[src/rtl/adc_spi_sequencer.sv]
// Single-frame sequencer for an SPI ADC (AD7476 class): divides clk into SCLK, frames the
// conversion with cs_n, shifts miso in MSB-first and presents the low DATA_BITS of the frame
// with a one-cycle done strobe. Free-runs back to back while auto_en is held high.
module adc_spi_sequencer #(
  parameter int unsigned DIV_HALF   = 25,
  parameter int unsigned FRAME_BITS = 16,
  parameter int unsigned DATA_BITS  = 12,
  parameter int unsigned CS_SETUP   = 2,
  parameter int unsigned QUIET      = 4
) (
  input  logic                 clk,
  input  logic                 reset,
  input  logic                 start,
  input  logic                 auto_en,
  input  logic                 miso,
  output logic                 sclk,
  output logic                 cs_n,
  output logic                 busy,
  output logic                 done,
  output logic [DATA_BITS-1:0] data
);

  localparam int unsigned QuietCycles = QUIET * DIV_HALF;
  // $clog2(1) is 0; keep at least one bit so DIV_HALF=1 still elaborates.
  localparam int unsigned DivW   = (DIV_HALF > 1) ? $clog2(DIV_HALF) : 1;
  localparam int unsigned BitW   = $clog2(FRAME_BITS + 1);
  localparam int unsigned SetupW = $clog2(CS_SETUP + 1);
  localparam int unsigned QuietW = $clog2(QuietCycles + 1);

  typedef enum logic [1:0] {StIdle, StSetup, StShift, StQuiet} state_e;

  state_e                state_q, state_d;
  logic                  sclk_q, sclk_d;
  logic                  cs_n_q, cs_n_d;
  logic                  busy_q, busy_d;
  logic                  done_q, done_d;
  logic [DATA_BITS-1:0]  data_q, data_d;
  logic [FRAME_BITS-1:0] shift_q, shift_d;
  logic [DivW-1:0]       div_q, div_d;
  logic [BitW-1:0]       bit_q, bit_d;
  logic [SetupW-1:0]     setup_q, setup_d;
  logic [QuietW-1:0]     quiet_q, quiet_d;

  logic [FRAME_BITS-1:0] shift_next;
  logic                  div_tc;

  // The oldest frame bit falls off the top of the shifter and is never observed.
  logic unused_shift_msb;
  assign unused_shift_msb = shift_q[FRAME_BITS-1];

  // State and output registers; reset forces the bus idle and clears the result.
  always_ff @(posedge clk or negedge reset) begin
    if (!reset) begin
      state_q <= StIdle;
      sclk_q  <= 1'b1;
      cs_n_q  <= 1'b1;
      busy_q  <= 1'b0;
      done_q  <= 1'b0;
      data_q  <= '0;
      shift_q <= '0;
      div_q   <= '0;
      bit_q   <= '0;
      setup_q <= '0;
      quiet_q <= '0;
    end else begin
      state_q <= state_d;
      sclk_q  <= sclk_d;
      cs_n_q  <= cs_n_d;
      busy_q  <= busy_d;
      done_q  <= done_d;
      data_q  <= data_d;
      shift_q <= shift_d;
      div_q   <= div_d;
      bit_q   <= bit_d;
      setup_q <= setup_d;
      quiet_q <= quiet_d;
    end
  end

  // Next-state logic: frame sequencing, SCLK division and MSB-first capture.
  always_comb begin
    state_d    = state_q;
    sclk_d     = sclk_q;
    cs_n_d     = cs_n_q;
    busy_d     = busy_q;
    done_d     = 1'b0;
    data_d     = data_q;
    shift_d    = shift_q;
    div_d      = div_q;
    bit_d      = bit_q;
    setup_d    = setup_q;
    quiet_d    = quiet_q;
    shift_next = {shift_q[FRAME_BITS-2:0], miso};
    div_tc     = (div_q == DivW'(DIV_HALF - 1));

    case (state_q)
      StIdle: begin
        if (start || auto_en) begin
          state_d = StSetup;
          cs_n_d  = 1'b0;
          busy_d  = 1'b1;
          setup_d = '0;
          bit_d   = '0;
        end
      end
      StSetup: begin
        if (setup_q == SetupW'(CS_SETUP - 1)) begin
          state_d = StShift;
          div_d   = '0;
        end else begin
          setup_d = setup_q + SetupW'(1);
        end
      end
      StShift: begin
        if (div_tc) begin
          div_d  = '0;
          sclk_d = ~sclk_q;
          // Rising SCLK edge: capture miso on the same clk edge that raises SCLK.
          if (!sclk_q) begin
            shift_d = shift_next;
            bit_d   = bit_q + BitW'(1);
            if (bit_q == BitW'(FRAME_BITS - 1)) begin
              state_d = StQuiet;
              cs_n_d  = 1'b1;
              data_d  = shift_next[DATA_BITS-1:0];
              done_d  = 1'b1;
              quiet_d = '0;
            end
          end
        end else begin
          div_d = div_q + DivW'(1);
        end
      end
      StQuiet: begin
        if (quiet_q == QuietW'(QuietCycles - 1)) begin
          quiet_d = '0;
          // Auto mode skips the idle cycle so busy never drops between frames.
          if (auto_en) begin
            state_d = StSetup;
            cs_n_d  = 1'b0;
            setup_d = '0;
            bit_d   = '0;
          end else begin
            state_d = StIdle;
            busy_d  = 1'b0;
          end
        end else begin
          quiet_d = quiet_q + QuietW'(1);
        end
      end
      default: state_d = StIdle;
    endcase
  end

  assign sclk = sclk_q;
  assign cs_n = cs_n_q;
  assign busy = busy_q;
  assign done = done_q;
  assign data = data_q;

endmodule
[config.mk]
export PLATFORM = sky130hd
export DESIGN_NAME = adc_spi_sequencer
export DESIGN_NICKNAME = d
export VERILOG_FILES = /design/src/rtl/adc_spi_sequencer.sv
export SDC_FILE = /design/constraint.sdc
export NUM_CORES = 1
export LEC_CHECK = 0
export ABC_CLOCK_PERIOD_IN_PS = 2200
export CORE_MARGIN = 4
export CORE_UTILIZATION = 35
export CTS_CLUSTER_SIZE = 24
export DETAILED_ROUTE_END_ITERATION = 6
export GPL_TIMING_DRIVEN = 1
export PLACE_DENSITY = 0.61
export SLEW_MARGIN = 5
export SYNTH_ARGS = -nofsm -noshare
export SYNTH_HDL_FRONTEND = slang
export SYNTH_SLANG_ARGS = --single-unit
export TNS_END_PERCENT = 20
[constraint.sdc]
create_clock -name clk -period 2.2 [get_ports clk]
set_input_delay 0.33 -clock clk [delete_from_list [all_inputs] [get_ports clk]]
set_output_delay 0.33 -clock clk [all_outputs]
set_load 0.01 [all_outputs]
# --- Word-level counts from Yosys, hierarchy flattened ---
# Index checks and enable logic that the tools add are counted.
op_classes:
  add_sub_neg: 4
  eq_ne: 16
  mux: 42
  bitwise_logic: 1
  n_reduce_logical: 17
op_table:
  columns: ["op", "count"]
  rows:
  - ["$mux 5", 7]
  - ["$mux 7", 4]
  - ["$mux 2", 10]
  - ["$ne 2x2->1 const B", 9]
  - ["$pmux 5 s3", 1]
  - ["$mux 1", 14]
  - ["$pmux 7 s2", 1]
  - ["$reduce_and 4->1", 3]
  - ["$reduce_and 6->1", 2]
  - ["$add 5x1->5 const B", 2]
  - ["$pmux 5 s2", 1]
  - ["$pmux 2 s4", 1]
  - ["$add 7x1->7 const B", 1]
  - ["$eq 7x7->1 const B", 1]
  - ["$reduce_and 7->1", 1]
  - ["$pmux 2 s3", 1]
  - ["$reduce_bool 2->1", 3]
  - ["$reduce_bool 3->1", 2]
  - ["$eq 5x4->1 const B", 1]
  - ["$eq 5x5->1 const B", 1]
  - ["$reduce_and 5->1", 1]
  - ["$eq 2x1->1 const B", 2]
  - ["$eq 2x2->1 const B", 2]
  - ["$reduce_and 2->1", 2]
  - ["other kinds (7)", 7]
totals:
  reg_bits: 48
  in_bits: 5
  out_inout_bits: 16

# --- Longest topological paths before layout ---
depth:
  depth_word: 5
  depth_mapped: 7
  ltp_nobuf: 7

# --- Worst setup path after synthesis ---
# No wires, ideal clock.
synth_timing:
  kind: "flip-flop to flip-flop"
  from: "register state_q[0]"
  to: "register bit_q[1]"
  setup_ns: 0.129
  arrival_ns: 1.782
  required_time_ns: 2.071
  setup_slack_ns: 0.290
  stages_incl_launch_ff: 7
  n_path_buf: 0
  synth_period_minus_slack_ns: 1.910
  path_cell_list: "dfrtp_1 -> inv_1 -> ha_1 -> or3b_2 -> a32oi_2 -> or3_1 -> o21ai_0"
synth_via:
  elab_chain_cells: 3
synth_lines:
  columns: ["element", "line", "text"]
  rows:
  - ["from (decl)", "32", "state_e state_q, state_d;"]
  - ["from (signal assigned)", "54", "state_q <= StIdle;"]
  - ["from (signal assigned)", "66", "state_q <= state_d;"]
  - ["$eq 2x2->1 / $logic_not 2->1 (equally long branches)", "96", "case (state_q)"]
  - ["$ne 2x2->1 (no line) / $reduce_bool 3->1 (equally long branches)", null, null]
  - ["$reduce_and 6->1 (no line)", null, null]
  - ["to (signal assigned)", "74", "bit_q <= bit_d;"]
  - ["to (decl)", "40", "logic [BitW-1:0] bit_q, bit_d;"]
# Parallel ways exist; a longest one is shown, timed or not.
# A chain may end at the register's enable or synchronous reset.

# --- Final worst setup path ---
# Ends and elaborated chain as after synthesis.

==> metrics.sh <==
HOLD_START='data[8]'
REPORT.FINAL.HOLD_VIOL_COUNT=0
WORST_PATH_MAX_DELAY_CELL='or3b_2'
PIN_COUNT_OF_THE_BIGGEST_NET_ENTERING_GLOBAL_ROUTING=26
CHIPHEIGHT_UM=90.5
IO_PINS=21
CRITICAL_PATH.ENDPOINT_TYPE='flop'
CLOCK_SKEW_PS=5.82
DRTANTENNAVIOLNETS=0
GLOBAL_ROUTE_WIRE_LENGTH_BEFORE_REPAIR_MM=7.87
WORSTPATHCELLLIST='inv_1, ha_2, or3b_2, a32oi_2, buf_4, or3_1, o21ai_0'
DATA_ARRIVAL_TIME_OF_THE_WORST_PATH_PS=2210
NUM-FILL-CELLS=606
ROUTED_VIA_COUNT_DIVIDED_BY_CELL_COUNT=5.30
RUN_STATUS='completed'
FIN_CRIT_PS=2030
MAPPEDNETLISTAREA_UM2=2380
SYNTH.NET_COUNT=226
DR.FIRST_ITER.DRC_COUNT=31
GP_CONGESTION=0.813
GRT_PASS1_VIAS=1675
N_ANTENNA_CELL=0
DOMINANTREGCELLSYNTH='dfrtp_1'
YOSYSWARNINGS=0
WORST_CASE_REG_TO_REG_PATH_DEPTH=7
FP-ROW-COUNT=29
CPLARGESTDELAYFAMILY='simple AND/OR/NAND/NOR gates'
POWER.STATIC_LEAKAGE_uW=0.00124
WORST_HOLD_SLACK_PS=510
CTS-ROOT-BUF='clkbuf_8'
DRT-WIRELENGTH-PER-CELL_UM=13.9
TIMING.HOLD.WORST_ENDPOINT='data[8]'
CLOCK_PATH_BUFFERS=2
SETUP_TOTAL_NEGATIVE_SLACK_PS=0
SYNTH_SEQ_AREA_SHARE_PCT=50.5
AVGSYNTHCELLAREA_UM2=11.3
STARTING_UTILIZATION_OF_THE_CORE_AREA_PCT=36.7
TRITONCTS='yes'
FIN_CRIT_SH_PCT=92.4
ASYNCSETRESETFLOPFRACSYNTH_PCT=100
NETS=257
POST-DP-HPWL_MM=3.23
R2R_SLACK_PS=170
CTS-BUFFERS-INSERTED=5
POWER-PER-CELL-AREA_nW_PER_UM2=521
CLOCK_TRANSITION_TIME_AT_THE_FLIP_FLOP_CLOCK_PINS_OF_THE_WORST_SETUP_AND_HOLD_PATHS_PS=90
DRV_CAP=0
WORST_PATH_BUF_INV=2
VDD_IR_DROP_MAX_V=0.000262
GLOBALROUTETOTALUTIL_PCT=11.6
DRT_PASS1_ITERATIONS=4
DIE_AREA_UM2=8190
NUMCLOCKSINKS=48
HP-CLASS='flop to flop'
RSZ0062_AT_GRT='false'
WORST_SLEW_MARGIN_REL_PCT=61.8
CRITICAL_PATH_PEAK_FANOUT=10
CRITICAL_PATH.MAX_STAGE_DELAY_PS=500
SYNTH-SEQ-CELLS=48
CORE-AREA_UM2=6490
SYN2LAYOUT_AREA_GROWTH_PCT=18.3
SYNTH_CELLS=211
FINAL_CORE_UTILIZATION_PCT=43.4
NUM_VIAS=1697
FRACTION_OF_SYNTHESIZED_CELL_AREA_TAKEN_BY_THE_TOP_AREA_CELL_TYPE_PCT=48.3
WORST-SETUP-PATH-TYPE='flop to flop'
ROUTED_WIRELENGTH_MM=4.43
PORT-BUFFER-COUNT=20
YS_TYPES=46
CTS.HTREE.LEVELS=2
CRITICAL_PATH.STARTPOINT_TYPE='flop'
WORST_EP_REQUIRED_TIME_PS=2380
WHS_PATH_DEPTH=1
SYNTH_TOP_CELL_BY_AREA='dfrtp_1'
CLK_LATENCY_PS=300
REG2REG_FROM='state_q[0]'
WORSTSETUPPATHDEPTH=7
EDFF_COUNT_SYNTH=0
SYNTH.TOP_CELLS.BY_AREA='dfrtp_1, mux2_2, ha_1'
LAYOUT_CELLS_SIZED_ABOVE_1_PCT=21.4
GRT-OVFL-TOTAL=0
FINAL-MAX-SLEW-VIOLATION-COUNT=0
FINAL_SETUP_VIOLATION_COUNT=0
WORST_R2R_ENDPOINT='bit_q[1]'
MAXCLOCKFREQUENCY_MHz=492
DIE_WIDTH_UM=90.5
WORST_SLEW_PIN_SLEW_PS=567
ROUTE.DETAILED.DRC=0
GRT_ANTENNA_BEFORE_REPAIR=0
## routing by layer
metal / up-vias / global-route usage (%) / wire, µm
li1: 838 / - / -
met1: 835 / 14.9 / 2100
met2: 18 / 18.6 / 2140
met3: 6 / 2.75 / 121
met4: 0 / 4.97 / 68
met5: - / 0 / 0
## layout make-up
class	instances	area, µm²	area share, %
tap	77	96.3	3.42
inverter	12	45.0	1.60
clock buffer	6	82.6	2.93
sequential	48	1200	42.7
timing repair buffer	28	258	9.14
multi-input combinational	147	1120	39.7
clock inverter	2	15.0	0.532
## placed cells by master (no fill, tap or decap), types with 6 or more instances in the layout
cell and n:
nor3_1 6, dfrtp_1 46, clkdlybuf4s50_1 19, nand2b_1 7, mux2_2 25, inv_1 12, nand3_1 8, buf_4 7
o21ai_0 16, clkbuf_8 6, nand2_1 19, ha_1 9
## report_power, final
group | internal, µW | switching [µW]
registers | 883 | 1.07
clock network | 255 | 295
logic | 12.8 | 21.4
## flip-flops by register name, summed over array words and instances (netlist names), 2 cells and up
| signal | cells |
|---|---|
| bit_q | 5 |
| data | 12 |
| div_q | 5 |
| quiet_q | 7 |
| setup_q | 2 |
| shift_q | 11 |
| state_q | 2 |
## cells in the mapped netlist (2+ instances only)
master     instances
or3_1              2
a2bb2oi_1          2
a21oi_1            5
dfstp_2            2
o21ai_0           16
nand2b_1           7
nor2b_1            3
nor2_1             3
inv_1             12
nand2_1           19
a22o_1             2
ha_1              10
o31ai_1            5
nor3_1             6
a32o_1             2
clkbuf_1           2
nand3b_1           4
nand4_1            3
mux2_2            25
and3_1             2
nand3_1            8
buf_2              2
dfrtp_1           46
## what timing repair did
item,in CTS,in global routing
setup buffers,0,0
gates resized for setup,0,1
hold buffers,1,0
endpoints found under the hold margin,1,0
endpoints found under the setup margin,0,1
## logic make-up after synthesis
kind of cell / synth area share [%]
AO/OA/AOI/OAI: 13.2
XOR/XNOR: 0.368
adder cells (fa/ha/maj): 5.25
buffers and inverters: 2.62
flip-flops: 50.5
multiplexers: 11.8
AND/OR/NAND/NOR: 16.2
## how the worst max path moves through the flow
stage | start | to | slack, ps
detailed placement | auto_en | bit_q[1] | 60
global route | state_q[0] | bit_q[1] | 40
CTS | state_q[0] | bit_q[1] | 150
floorplan | state_q[0] | bit_q[1] | 290
global placement | auto_en | bit_q[1] | 90
finish | state_q[0] | bit_q[1] | 170
## stage by stage
| step | setup WS (ps) | power (µW) | instance area, µm² | cells |
|---|---|---|---|---|
| after floorplan | 290 | 906 | 2380 | 211 |
| after global placement | 93.8 | 936 | 2710 | 311 |
| after detailed placement | 64.6 | 937 | 2710 | 311 |
| after CTS | 151 | 1500 | 2820 | 320 |
| after global routing | 36.3 | 1540 | 2820 | 320 |
| final | 167 | 1470 | 2820 | 320 |
No activity file was read; power rests on OpenSTA's default activity.
